==> config.mk <==
export PLATFORM = sky130hd
export DESIGN_NAME = pfb_multichannel_decimator_deadlock_reporter_flat
export DESIGN_NICKNAME = d
export VERILOG_FILES = /design/src/rtl/pfb_multichannel_decimator_deadlock_reporter_if.sv /design/src/rtl/pfb_multichannel_decimator_deadlock_reporter.sv /design/src/flat_wrapper.sv
export SDC_FILE = /design/constraint.sdc
export NUM_CORES = 1
export LEC_CHECK = 0
export BUFFER_PORTS_ARGS = -buffer_cell sky130_fd_sc_hd__buf_2
export CORE_MARGIN = 1
export CORE_UTILIZATION = 57
export DETAILED_ROUTE_END_ITERATION = 12
export PLACE_DENSITY_LB_ADDON = 0.25
export RECOVER_POWER = 50
export SLEW_MARGIN = 0
export SYNTH_ARGS = -nofsm -noshare
export SYNTH_HDL_FRONTEND = slang
export SYNTH_SLANG_ARGS = --single-unit
==> constraint.sdc <==
create_clock -name clock -period 4.25 [get_ports clock]
set_input_delay 0.2125 -clock clock [delete_from_list [all_inputs] [get_ports clock]]
set_output_delay 0.2125 -clock clock [all_outputs]
set_load 0.03 [all_outputs]
==> src/rtl/pfb_multichannel_decimator_deadlock_reporter_if.sv <==
// pfb_multichannel_decimator_deadlock_reporter_if: monitor inputs and status outputs of the deadlock reporter
interface pfb_multichannel_decimator_deadlock_reporter_if #(
    parameter int NUM_MONITORS = 4,
    parameter int ID_W         = 2,
    parameter int THRESH_W     = 16,
    parameter int CNT_W        = 32
);
    logic [NUM_MONITORS-1:0] monitor_block;
    logic [THRESH_W-1:0]     threshold;
    logic                    clear;
    logic                    deadlock;
    logic [NUM_MONITORS-1:0] deadlock_mask;
    logic [ID_W-1:0]         deadlock_id;
    logic [CNT_W-1:0]        blocked_cycles;
    logic                    irq;
    modport master (
        output monitor_block, threshold, clear,
        input  deadlock, deadlock_mask, deadlock_id, blocked_cycles, irq
    );
    modport slave (
        input  monitor_block, threshold, clear,
        output deadlock, deadlock_mask, deadlock_id, blocked_cycles, irq
    );
endinterface

==> src/rtl/pfb_multichannel_decimator_deadlock_reporter.sv <==
// pfb_multichannel_decimator_deadlock_reporter: persistence-filtered sticky deadlock status from per-process block flags
module pfb_multichannel_decimator_deadlock_reporter #(
    parameter int NUM_MONITORS = 4,
    parameter int ID_W         = 2,
    parameter int THRESH_W     = 16,
    parameter int CNT_W        = 32
) (
    input  logic clock,
    input  logic reset_n,
    pfb_multichannel_decimator_deadlock_reporter_if.slave bus
);
    typedef enum logic [1:0] {IDLE, ARMING, DEADLOCK} state_t;

    state_t                  r_state, w_next;
    logic [THRESH_W-1:0]     r_run_cnt, w_run_next;
    logic                    r_deadlock, r_irq, w_enter;
    logic [NUM_MONITORS-1:0] r_mask;
    logic [ID_W-1:0]         r_id;
    logic [CNT_W-1:0]        r_blocked;
    logic                    w_any;
    logic [THRESH_W-1:0]     w_thr;
    logic [THRESH_W:0]       w_run_inc;

    function automatic logic [ID_W-1:0] f_lowest(input logic [NUM_MONITORS-1:0] m);
        f_lowest = '0;
        for (int i = NUM_MONITORS - 1; i >= 0; i--)
            if (m[i]) f_lowest = ID_W'(i);
    endfunction

    assign w_any     = |bus.monitor_block;
    assign w_thr     = (bus.threshold == '0) ? THRESH_W'(1) : bus.threshold;
    assign w_run_inc = {1'b0, r_run_cnt} + 1'b1;

    // clear overrides everything, so w_enter is only raised when clear is low
    always_comb begin
        w_next     = r_state;
        w_run_next = r_run_cnt;
        w_enter    = 1'b0;
        if (bus.clear) begin
            w_next     = IDLE;
            w_run_next = '0;
        end else begin
            case (r_state)
                IDLE: if (w_any) begin
                    if (w_thr == THRESH_W'(1)) w_enter = 1'b1;
                    else begin
                        w_next     = ARMING;
                        w_run_next = THRESH_W'(1);
                    end
                end
                ARMING: if (!w_any) begin
                    w_next     = IDLE;
                    w_run_next = '0;
                end else if (w_run_inc >= {1'b0, w_thr}) w_enter = 1'b1;
                else w_run_next = w_run_inc[THRESH_W-1:0];
                default: ;
            endcase
            if (w_enter) begin
                w_next     = DEADLOCK;
                w_run_next = '0;
            end
        end
    end

    always_ff @(posedge clock or negedge reset_n) begin
        if (!reset_n) begin
            r_state    <= IDLE;
            r_run_cnt  <= '0;
            r_deadlock <= 1'b0;
            r_irq      <= 1'b0;
            r_mask     <= '0;
            r_id       <= '0;
            r_blocked  <= '0;
        end else begin
            r_state    <= w_next;
            r_run_cnt  <= w_run_next;
            r_irq      <= w_enter;
            r_deadlock <= bus.clear ? 1'b0 : (w_enter | r_deadlock);
            r_mask     <= bus.clear ? '0 : w_enter ? bus.monitor_block : r_mask;
            r_id       <= bus.clear ? '0 : w_enter ? f_lowest(bus.monitor_block) : r_id;
            r_blocked  <= bus.clear ? '0 : (w_any && !(&r_blocked)) ? r_blocked + 1'b1 : r_blocked;
        end
    end

    assign bus.deadlock       = r_deadlock;
    assign bus.irq            = r_irq;
    assign bus.deadlock_mask  = r_mask;
    assign bus.deadlock_id    = r_id;
    assign bus.blocked_cycles = r_blocked;
endmodule

==> src/flat_wrapper.sv <==
// flat-port wrapper written by rule: the top's interface ports become plain ports
module pfb_multichannel_decimator_deadlock_reporter_flat 
#(
    parameter int NUM_MONITORS = 4,
    parameter int ID_W         = 2,
    parameter int THRESH_W     = 16,
    parameter int CNT_W        = 32
)
  (clock, reset_n, bus_monitor_block, bus_threshold, bus_clear, bus_deadlock, bus_deadlock_mask, bus_deadlock_id, bus_blocked_cycles, bus_irq);
  pfb_multichannel_decimator_deadlock_reporter_if #(.NUM_MONITORS(NUM_MONITORS), .ID_W(ID_W), .THRESH_W(THRESH_W), .CNT_W(CNT_W)) bus_i ();
  input  logic clock;
  input  logic reset_n;
  input wire logic [$bits(bus_i.monitor_block)-1:0] bus_monitor_block;
  input wire logic [$bits(bus_i.threshold)-1:0] bus_threshold;
  input wire logic [$bits(bus_i.clear)-1:0] bus_clear;
  output wire logic [$bits(bus_i.deadlock)-1:0] bus_deadlock;
  output wire logic [$bits(bus_i.deadlock_mask)-1:0] bus_deadlock_mask;
  output wire logic [$bits(bus_i.deadlock_id)-1:0] bus_deadlock_id;
  output wire logic [$bits(bus_i.blocked_cycles)-1:0] bus_blocked_cycles;
  output wire logic [$bits(bus_i.irq)-1:0] bus_irq;
  assign bus_i.monitor_block = bus_monitor_block;
  assign bus_i.threshold = bus_threshold;
  assign bus_i.clear = bus_clear;
  assign bus_deadlock = bus_i.deadlock;
  assign bus_deadlock_mask = bus_i.deadlock_mask;
  assign bus_deadlock_id = bus_i.deadlock_id;
  assign bus_blocked_cycles = bus_i.blocked_cycles;
  assign bus_irq = bus_i.irq;
  pfb_multichannel_decimator_deadlock_reporter #(.NUM_MONITORS(NUM_MONITORS), .ID_W(ID_W), .THRESH_W(THRESH_W), .CNT_W(CNT_W)) u_core (.clock(clock), .reset_n(reset_n), .bus(bus_i));
endmodule
Word-level counts from Yosys, hierarchy flattened. Index checks and enable logic that the tools add are counted.

Register bits after elaboration: 58. Logic and storage cells: 60. Input port bits: 23. Output and inout port bits: 40.

Order comparisons: 1. $add $sub $neg: 2. Multiplexer cells: 32. Eq/ne operators: 6. Bitwise logic cells: 1. Reductions and logical operators: 11.

Operators with widths (count): two-way mux 16 bit (7); two-way mux 32 bit (2); adder 32 x 1 -> 32 bit (second input constant) (1); case mux 16 bit (2 select lines) (1); AND reduction 32 bit (1); two-way mux 2 bit (11); adder 16 x 1 -> 17 bit (second input constant) (1); >= comparator 17 x 16 -> 1 bit (1); == test 16 x 1 -> 1 bit (second input constant) (1); logical NOT 16 bit (1); two-way mux 4 bit (2); != test 4 bit (second input constant) (2); AND reduction 4 bit (2); two-way mux 1 bit (7); != test 5 bit (second input constant) (1); != test 4 x 2 -> 1 bit (second input constant) (1); case mux 2 bit (2 select lines) (1); nonzero test 2 bit (2); nonzero test 4 bit (1); OR reduction 4 bit (1); == test 2 x 1 -> 1 bit (second input constant) (1); logical NOT 2 bit (1); case mux 1 bit (2 select lines) (1); logical AND 1 bit (1); 2 further kinds (2).

Depth between registers and ports, before layout. Gate-level depths: netlist of run 1.

Depth after elaboration: 10. Depth in mapped cells: 14. Depth with buffers taken out: 13.

Worst setup path before layout of run 1. No wires, ideal clock.

Path kind: reg-to-reg. From: reg u_core.r_run_cnt[0]. To: reg u_core.r_run_cnt[10]. Path slack: 1126 ps. Cell stages (with the launch flop): 15. Buffers on the path: 1. Arrival: 2998 ps. Cells stage by stage: dfrtp_1 > ha_1 > nand2_1 > nor2_1 > nand3_1 > or2_2 > xnor2_1 > ha_1 > nand4_1 > nor4_1 > o21bai_1 > o311a_1 > buf_2 > and4_1 > a221o_1.

Word-level cells in the longest chain between the ends: 8. Elaborated cells between the ends (all ways): 16. Those cells by class: 1 x add/sub; 1 x order compare; 3 x eq/ne; 9 x mux; 2 x reduce/logical.

RTL lines: start, declared (RTL line pfb_multichannel_decimator_deadlock_reporter.sv:15) `logic [THRESH_W-1:0] r_run_cnt, w_run_next;`; start signal, assigned (RTL line pfb_multichannel_decimator_deadlock_reporter.sv:76) `r_run_cnt <= w_run_next;`; adder 16 x 1 -> 17 bit * (RTL line pfb_multichannel_decimator_deadlock_reporter.sv:32) `assign w_run_inc = {1'b0, r_run_cnt} + 1'b1;`; >= comparator 17 x 16 -> 1 bit (RTL line pfb_multichannel_decimator_deadlock_reporter.sv:54) `end else if (w_run_inc >= {1'b0, w_thr}) w_enter = 1'b1;`; two-way mux 1 bit (RTL line pfb_multichannel_decimator_deadlock_reporter.sv:54); two-way mux 1 bit (RTL line pfb_multichannel_decimator_deadlock_reporter.sv:51) `ARMING: if (!w_any) begin`; case mux 1 bit (2 select lines) (RTL line pfb_multichannel_decimator_deadlock_reporter.sv:43) `case (r_state)`; two-way mux 1 bit (RTL line pfb_multichannel_decimator_deadlock_reporter.sv:39) `if (bus.clear) begin`; != test 5 bit (no line) (tied with other cells); AND reduction 4 bit (no line) / two-way mux 16 bit (equally long branches).

Every way passes the cells marked *; elsewhere a longest branch is shown, timed or not. The select of a mux whose other input is x is not followed. A chain may end at the register's enable or synchronous reset.

Worst setup path after layout of run 1.
From: reg u_core.r_run_cnt[0]. To: reg u_core.r_run_cnt[2].

Same word-level chain as after synthesis.

==> flow_summary.toml, run 1 <==
[run_status]
status = "finished, violations left"
violations = "capacitance limit, slew limit"

[placement]
portBuffers = 62
dpl_cell_area_um2 = 4030
place.gp.congestion = 0.857
hpwl_um = 5840

[finish]
n_fill_cell = 510
drive_above_1_share_pct = 17.3
final_area_um2 = 4240
nets = 505
antennaDiodeCount = 0
syn_to_final_growth_pct = 15.0

[timing]
rsz0062_at_grt = "false"
period_minus_slack_ps = 3720
fmax_mhz = 269
period_share_pct = 87.5
slew_violations = 59
setup_viol = 0
timing.slew.headroom_pct = -108
finClkSkew_ps = 7.44
hold_viol = 0
setup_tns_ps = 0
tightest_slew_ps = 3110

[yosys]
async_flop_share_pct = 100
synthTopCellsByCount = "58 x dfrtp_1, 56 x nor2_1, 36 x xnor2_1"
synth_top_flop_cell = "dfrtp_1"
yosys_warnings = 0
synth_seq_cells = 58
synth_edf_count = 0
yosysMostFrequentCell = "dfrtp_1"
syn_area_um2 = 3690
synthTopCellsByArea = "dfrtp_1 39%, xnor2_1 8.6%, ha_1 6.1%, nor2_1 5.7%, nand2_1 3.0%"
synth_top_cell_by_area = "dfrtp_1"
ys_types = 54
netlist_instances = 405
synthesis.nets = 446
syn_avg_cell_area_um2 = 9.10
netlist.area_leader.share_pct = 39.4
seq_area_frac_synth_pct = 39.4

[clock_tree]
post_cts_buffers = 0
htreeDepth = 3
clk_latency_ps = 340
ctsLongestPathBuffers = 2
cts_tree = "yes"
clockRootBuffer = "clkbuf_8"
ctsHoldBuffers = 0
cts_resized = 0
clkTransAtPathRegs_ps = 70
cts.sinks = 58
cts_buffers = 9

[route]
route.detailed.drc = 0
drt_iter0_drc = 241
firstDrtPassIters = 5
via_per_inst = 6.01
ant_nets = 0
vias = 3270
drt_wl_total_um = 8440
wl_per_cell_um = 15.5

[floorplanning]
start_util_pct = 60.5
num_rows = 28
dieArea_um2 = 6790
die_y_um = 82.4
chipWidth_um = 82.4
ios = 63
core_region_area_um2 = 6100

[worst_setup_path]
required_ps = 4530
path_max_fanout = 10
startpoint_type = "register"
cp.arrival_ps = 4000
critPathKind = "reg2reg"
end_kind = "register"

[power_and_ir_drop]
p_leak_nw = 1.89
powerDensity_nw_per_um2 = 322
irDropWorstVdd_mv = 0.296

[grt]
gr-total-overflow = 0
first_global_vias = 3106
antenna_found_initial = 0
grt_max_degree = 59
track_usage_pct = 27.9
grt_pass1_wl_um = 14400

[job]
maxCapViolCount = 1

[hold_path]
hold_class = "in2reg"
## cell usage in the layout (no fill, tap or decap), types with 3 or more instances in the layout
cell type  count
clkbuf_8      12
nor3_1        18
nor2_1        56
o21ai_1        3
or2_1          3
nand4_1        6
dfrtp_1       58
xor2_1         6
xnor2_1       36
nor2b_1        4
nand2b_1       4
o21ai_0       14
nor3_2         4
buf_4          3
nor4_1         8
ha_1          18
or4_1          3
a21oi_1       13
buf_2         42
nand2_1       29
a22o_1         6
nand3_1       21
nor4_2         7
clkbuf_1      21
a221o_1        6
and3_1         3
and4_1         8
inv_1         22
## registers in the layout, summed over array words and instances, names as in the netlist
signal and count:
u_core.r_run_cnt 16, u_core.bus.blocked_cycles 32, u_core.bus.deadlock_mask 4, u_core.bus.deadlock 1, u_core.r_state 2, u_core.bus.deadlock_id 2
u_core.bus.irq 1
## cell families after synthesis
| family | after synthesis | synth area share (%) |
|---|---|---|
| and+or+nand+nor | 190 | 29.2 |
| DFF | 58 | 39.4 |
| AOI/OAI and AO/OA | 56 | 10.3 |
| xor gates and xnor gates | 42 | 9.98 |
| buffers and inverters | 40 | 4.72 |
| adders and majority gates | 18 | 6.11 |
| muxes | 1 | 0.305 |
## report_power, final
group          internal [W]  switching, W
clock              0.000377      0.000221
sequential         0.000568     0.0000196
combinational     0.0000554      0.000123
## worst paths after layout
| kind | cells after the start | startpoint | to | slack (ps) |
|---|---|---|---|---|
| setup / recovery | 13 | u_core.r_run_cnt[0] | u_core.r_run_cnt[2] | 530 |
| max in group asynchronous | 2 | reset_n | u_core.bus.deadlock_id[1] | 1500 |
| hold reg to reg | 2 | u_core.bus.deadlock | u_core.bus.deadlock | 530 |
| min in group asynchronous | 2 | reset_n | u_core.r_run_cnt[7] | 1000 |
| hold / removal | 2 | bus_monitor_block[0] | u_core.bus.deadlock_id[0] | 140 |
| setup reg to reg | 13 | u_core.r_run_cnt[0] | u_core.r_run_cnt[2] | 530 |
## metrics by stage
| stage | util [%] | power [W] | instances | setup slack (ps) | hold WS, ps |
|---|---|---|---|---|---|
| 3_3_place_gp | 66.1 | 0.000769 | 528 | 810 | 403 |
| 5_1_grt | 69.5 | 0.00142 | 544 | 176 | 134 |
| 2_1_floorplan | - | 0.000709 | 405 | 1130 | -83.1 |
| 3_5_place_dp | 66.1 | 0.000775 | 528 | 685 | 407 |
| 4_1_cts | 70.0 | 0.00137 | 544 | 642 | 38.1 |
| 6_report | 69.5 | 0.00136 | 544 | 529 | 143 |
## worst max-delay path, cell delays in order (launching register included)
cell       delay, ps
dfrtp_1          440
ha_1             300
nand2_1          110
nor2_1           180
nand3_1          180
xnor2_1          160
ha_1             300
nand4_1          140
nor3_1            70
a2111oi_0        790
o311ai_2         290
buf_4            260
o32ai_1          280
a22o_1           160
## layer usage
metal	part of all wire [%]	GRT usage (%)
met1	48	38.7
met2	45	43.4
met3	5.4	7.03
met4	1.5	7.02
met5	0	0
## area by class of cell
type,count,area (um2),share of cell area [%]
inverter,22,82.6,1.95
timing repair buffer,66,312,7.35
clock inverter,4,72.6,1.71
tap,75,93.8,2.21
sequential,58,1450,34.2
clock buffer,12,165,3.90
multi-input combinational,307,2060,48.6
(Power assumes the default switching activity.)
==> run 2, diff against run 1 <==
- CORE_UTILIZATION: 57 -> 51
- clock period: 4.25 -> 3.33 ns (I/O delays scaled with it)
==> run 2 against run 1 <==
Compared with the run above: the flow now finishes without violations; critical path depth up 1; sequential share of layout area down 1.2 points; design area up 3.8%; sequential power up 27%; via count down 1.0%.
==> flow_summary.toml, run 2 (synthesis results as in run 1) <==
[floorplanning]
start_util_pct = 53.4
ios = 63
num_rows = 30
dieArea_um2 = 7570
core_region_area_um2 = 6910
chipWidth_um = 87.0
die_y_um = 87.0

[worst_setup_path]
cp_common_cell = "ha_1"
cp.arrival_ps = 3370
crit_path_max_incr_delay_ps = 390
path_depth = 14
startpoint_type = "register"
path_max_fanout = 10
r2r_cells = 14
critPathBufInv = 1
required_ps = 3550
critPathKind = "reg2reg"
path_cells = "ha_1 -> nand2_1 -> nor2_2 -> nand3_2 -> or2_2 -> xnor2_1 -> ha_1 -> nand4_1 -> nor4_2 -> o21bai_1 -> o311ai_2 -> nor3_2 -> buf_6 -> a221o_1"
r2r-start = "u_core.r_run_cnt[1]"
crit_start = "u_core.r_run_cnt[1]"
end_kind = "register"
cpMaxStageDelayCell = "dfrtp_1"
path_delay_family = "simple AND/OR/NAND/NOR gates"

[timing]
period_share_pct = 94.7
slew_violations = 0
period_minus_slack_ps = 3150
setup_viol = 0
rsz0062_at_grt = "true"
setup_tns_ps = 0
finClkSkew_ps = 4.30
timing.slew.headroom_pct = 11.3
hold_viol = 0
fmax_mhz = 317
tightest_slew_ps = 1330

[grt]
antenna_found_initial = 0
track_usage_pct = 24.1
gr-total-overflow = 0
grt_pass1_wl_um = 14200
grt_max_degree = 36
first_global_vias = 3103

[power_and_ir_drop]
p_leak_nw = 1.88
irDropWorstVdd_mv = 0.281
p_comb_share_pct = 14.3
intPower_w = 0.00130
seq_power_share_pct = 42.6
power_frac_clock_pct = 43.1
powerDensity_nw_per_um2 = 399
switchingPower_w = 0.000458
sw_frac_of_total_pct = 26.1

[clock_tree]
htreeDepth = 3
clkTransAtPathRegs_ps = 60
cts_tree = "yes"
clockRootBuffer = "clkbuf_8"
ctsLongestPathBuffers = 2
clk_latency_ps = 340
cts_buffers = 9
cts.sinks = 58

[job]
maxCapViolCount = 0

[route]
route.detailed.drc = 0
vias = 3237
via_per_inst = 5.60
wl_per_cell_um = 14.5
drt_wl_total_um = 8360
ant_nets = 0
firstDrtPassIters = 4
drt_iter0_drc = 110

[finish]
final_cell_mix = "58 x dfrtp_1, 54 x nor2_1, 41 x clkbuf_1"
syn_to_final_growth_pct = 19.3
mostFrequentLayoutCell = "dfrtp_1"
nets = 518
utilization_pct = 63.7
antennaDiodeCount = 0
drive_above_1_share_pct = 17.4
largest_reg_flops = 32

[placement]
place.gp.congestion = 0.842
hpwl_um = 6020
portBuffers = 62

[hold_path]
min_from = "bus_monitor_block[0]"
hold-path-cell-count = 2
hold_class = "in2reg"

[run_status]
status = "finished clean"
## run 2: cell types whose count changed in the layout (fill, tap and decap cells not counted), moves of 2 or more
cell,change
buf_2,-21
clkbuf_1,+20
buf_4,+10
buf_6,+2
nand3_1,-2
nand3_2,+2
nor2_1,-2
nor2_2,+2
## run 2: path summary, 6_finish.rpt
check | end | slack [ps]
max in group asynchronous | u_core.bus.blocked_cycles[23] | 1160
min reg2reg | u_core.bus.deadlock | 520
max reg2reg | u_core.r_run_cnt[12] | 180
min in group asynchronous | u_core.r_run_cnt[7] | 650
max | u_core.r_run_cnt[12] | 180
min | u_core.bus.deadlock_id[0] | 80
## run 2: routing by layer
| metal | GRT usage (%) | up-vias | part of all wire (%) |
|---|---|---|---|
| met5 | 0 | - | 0 |
| met4 | 9.09 | 0 | 0.97 |
| met3 | 6.07 | 8 | 3.8 |
| met2 | 37.6 | 68 | 48 |
| met1 | 32.5 | 1580 | 48 |
| li1 | - | 1581 | - |
## run 2: layout make-up
cell class | count | area, um2
Tap cell | 96 | 120
Sequential cell | 58 | 1450
Multi-Input combinational cell | 307 | 2110
Clock inverter | 4 | 72.6
Clock buffer | 12 | 165
Inverter | 22 | 82.6
Timing Repair Buffer | 79 | 394
Fill cell | 638 | 2510
## run 2: timing repair
action                                  CTS  global route
buffers inserted                          4             2
hold endpoints to repair                 23             0
gates cloned                              0             0
pin swaps                                 0             3
hold buffers                              1             0
resized for setup                         3            10
endpoints found under the setup margin    8            24
## run 2: power by group through the flow
| stage | combinational, W | clock (W) | sequential (W) |
|---|---|---|---|
| final | 0.000251 | 0.000756 | 0.000747 |
| after global routing | 0.000279 | 0.000807 | 0.000749 |
| after CTS | 0.000248 | 0.000773 | 0.000746 |
| after detailed placement | 0.000228 | 0 | 0.000760 |
| after global placement | 0.000223 | 0 | 0.000761 |
| after floorplan | 0.000126 | 0 | 0.000779 |
## run 2: metrics by stage
stage / cells / power, W / instance area (um2) / hold WS, ps / worst slack [ps]
floorplan: 405 / 0.000905 / 3690 / -129 / 206
global placement: 555 / 0.000984 / 4100 / 185 / 87.2
detailed placement: 555 / 0.000989 / 4100 / 182 / -121
CTS: 576 / 0.00177 / 4390 / 66.5 / 38.5
global route: 578 / 0.00183 / 4400 / 87.3 / -43.1
finish: 578 / 0.00175 / 4400 / 84.8 / 176
==> run 3, diff against run 2 <==
- ABC_AREA: unset -> 1
- CORE_UTILIZATION: 51 -> 52
==> run 3 against run 2 <==
Compared with the run above: the run now ends with capacitance limit, slew limit left; fmax shrank 0.11%; combinational power is 50% higher; via count grew 21%; largest cell class unchanged; first-iteration DRC count grew to 2.8 times the previous value; utilization fell by 0.17 points; area after synthesis is 7.5% higher; non-clock buffer count is 7 lower; count of clock-buffer cells in the layout shrank 1; register-to-register slack is essentially flat; critical path depth increased by 7; wire length increased by 22%.
==> flow_summary.toml, run 3 <==
[worst_setup_path]
crit_path_end = "u_core.r_run_cnt[13]"
cp_common_cell = "nand2_1"
cp.arrival_ps = 3390
path_max_fanout = 7
timing.rr.end = "u_core.r_run_cnt[13]"
startpoint_type = "register"
crit_start = "u_core.r_run_cnt[0]"
path_cells = "nand3_1 -> nor2_2 -> nand2_1 -> nor3b_4 -> nand2_1 -> nor2_2 -> nand2_1 -> xor2_1 -> inv_1 -> ha_1 -> inv_1 -> nor2_1 -> nand2_1 -> nor2_1 -> nand2_1 -> nand4_1 -> nand3_4 -> nand3_4 -> buf_12 -> buf_4 -> o21ai_1"
regToRegSetupSlack_ps = 170
r2r_cells = 21
cpMaxStageDelayCell = "dfrtp_1"
crit_path_max_incr_delay_ps = 410
end_kind = "register"
required_ps = 3560
critPathKind = "reg2reg"
r2r-start = "u_core.r_run_cnt[0]"

[route]
wl_met1_um = 4820
ant_nets = 0
firstDrtPassIters = 5
vias = 3903
wl_met3_um = 749
drt_iter0_drc = 306
route.detailed.drc = 0
wl_per_cell_um = 13.9
via_per_inst = 5.30
top_layer = "met4"
drt_wl_total_um = 10200
dr_wl_met2_um = 4480

[timing]
slew_violations = 32
timing.slew.headroom_pct = -18.5
hold-worst-slack_ps = 77.5
setup_viol = 0
period_share_pct = 94.8
hold_viol = 0
finClkSkew_ps = 6.61
setup_slack_ps = 172
fmax_mhz = 317
period_minus_slack_ps = 3160
tightest_slew_ps = 1780

[yosys]
synthesis.nets = 601
ys_types = 35
synth_edf_count = 0
syn_avg_cell_area_um2 = 7.08
syn_area_um2 = 3960
yosys_warnings = 0
synthTopCellsByCount = "151 x nand2_1, 82 x inv_1, 76 x nor2_1"
netlist.area_leader.share_pct = 36.6
async_flop_share_pct = 100
synth_seq_cells = 58
yosysMostFrequentCell = "nand2_1"
synth_top_flop_cell = "dfrtp_1"
synthTopCellsByArea = "dfrtp_1 37%, nand2_1 14%, inv_1 7.8%, nor2_1 7.2%, ha_1 5.7%"
seq_area_frac_synth_pct = 36.6
synth_top_cell_by_area = "dfrtp_1"
netlist_instances = 560

[floorplanning]
num_rows = 31
ios = 63
start_util_pct = 54.4
dieArea_um2 = 7980
chipWidth_um = 89.3
die_y_um = 89.3
core_region_area_um2 = 7290

[finish]
antennaDiodeCount = 0
n_fill_cell = 707
utilization_pct = 63.5
drive_above_1_share_pct = 10.5
final_cell_mix = "151 x nand2_1, 81 x inv_1, 74 x nor2_1"
largest_reg_flops = 32
nets = 673
syn_to_final_growth_pct = 16.9
stdcell_count = 736
mostFrequentLayoutCell = "nand2_1"

[hold_path]
hold_class = "in2reg"

[job]
maxCapViolCount = 1

[placement]
placed_cells = 712
place.gp.congestion = 0.911
portBuffers = 62
dp_slack_ps = 82.0
hpwl_um = 7590

[clock_tree]
clkTransAtPathRegs_ps = 70
ctsLongestPathBuffers = 2
clockRootBuffer = "clkbuf_8"
htreeDepth = 3
cts_tree = "yes"
cts.sinks = 58
clk_latency_ps = 340
cts_buffers = 9

[power_and_ir_drop]
switchingPower_w = 0.000571
powerDensity_nw_per_um2 = 405
seq_power_share_pct = 41.2
p_total_w = 0.00188
power_frac_clock_pct = 38.7
sw_frac_of_total_pct = 30.4
intPower_w = 0.00131
p_comb_share_pct = 20.1
irDropWorstVdd_mv = 0.321
p_leak_nw = 2.19

[run_status]
status = "finished, violations left"
violations = "capacitance limit, slew limit"

[grt]
grt_pass1_wl_um = 16200
gr-total-overflow = 0
antenna_found_initial = 0
first_global_vias = 3464
grt_max_degree = 32
track_usage_pct = 26.8
[run 3: through the flow]
step / area (um2) / TNS (ps)
2_1_floorplan: 3960 / 0
3_3_place_gp: 4350 / 0
3_5_place_dp: 4350 / 0
4_1_cts: 4580 / 0
5_1_grt: 4630 / -514
6_report: 4630 / 0
[run 3: worst min-delay path by stage]
stage,cells past startpoint,start,endpoint,slack [ps]
CTS,3,bus_monitor_block[0],u_core.bus.deadlock_mask[0],70
finish,3,bus_monitor_block[0],u_core.bus.deadlock_mask[0],80
global route,3,bus_monitor_block[0],u_core.bus.deadlock_mask[0],80
floorplan,0,reset_n,u_core.bus.blocked_cycles[0],-130
detailed placement,1,reset_n,u_core.r_run_cnt[12],270
global placement,1,reset_n,u_core.r_run_cnt[13],250
[run 3: logic make-up (layout without fill, tap and decap cells)]
kind of cell               after synthesis  count (layout)  share of synthesized area [%]
xor gates and xnor gates                25              25                           5.52
buffers and inverters                   94             171                           9.41
and+or+nand+nor                        302             302                           33.7
DFF                                     58              58                           36.6
AOI/OAI and AO/OA                       63              63                           9.06
adders and majority gates               18              18                           5.68
[run 3: worst max-delay path: cells and delay by family (launching register included)]
family	cells	cell delay, ps
flip-flops	1	410
XOR/XNOR	1	200
AND/OR/NAND/NOR	14	1750
AO/OA/AOI/OAI	1	50
adder cells (fa/ha/maj)	1	280
buffers and inverters	4	360
[run 3: routing by layer]
layer | vias to the layer above | global-route usage [%]
li1 | 1943 | -
met1 | 1786 | 37.7
met2 | 156 | 41.3
met3 | 18 | 5.91
met4 | 0 | 8.23
met5 | - | 0
[run 3: repair_timing]
item	in CTS	in global routing
hold buffers	1	0
buffers inserted	0	7
gates resized for setup	0	9
endpoints found under the setup margin	0	24
hold endpoints to repair	30	0
[run 3: power by group through the flow]
stage	combinational (W)	clock, W	sequential, W
after floorplan	0.000166	0	0.000826
after global placement	0.000309	0	0.000782
after detailed placement	0.000320	0	0.000784
after CTS	0.000321	0.000738	0.000773
after global routing	0.000415	0.000771	0.000778
final	0.000377	0.000727	0.000774
[run 3: layout make-up]
| type | instances | area (um2) | area share (%) |
|---|---|---|---|
| Timing Repair Buffer | 72 | 347 | 7.48 |
| Clock buffer | 11 | 141 | 3.05 |
| Inverter | 83 | 313 | 6.75 |
| Sequential cell | 58 | 1450 | 31.3 |
| Multi-Input combinational cell | 408 | 2180 | 47.0 |
| Clock inverter | 5 | 77.6 | 1.67 |
| Tap cell | 99 | 124 | 2.67 |
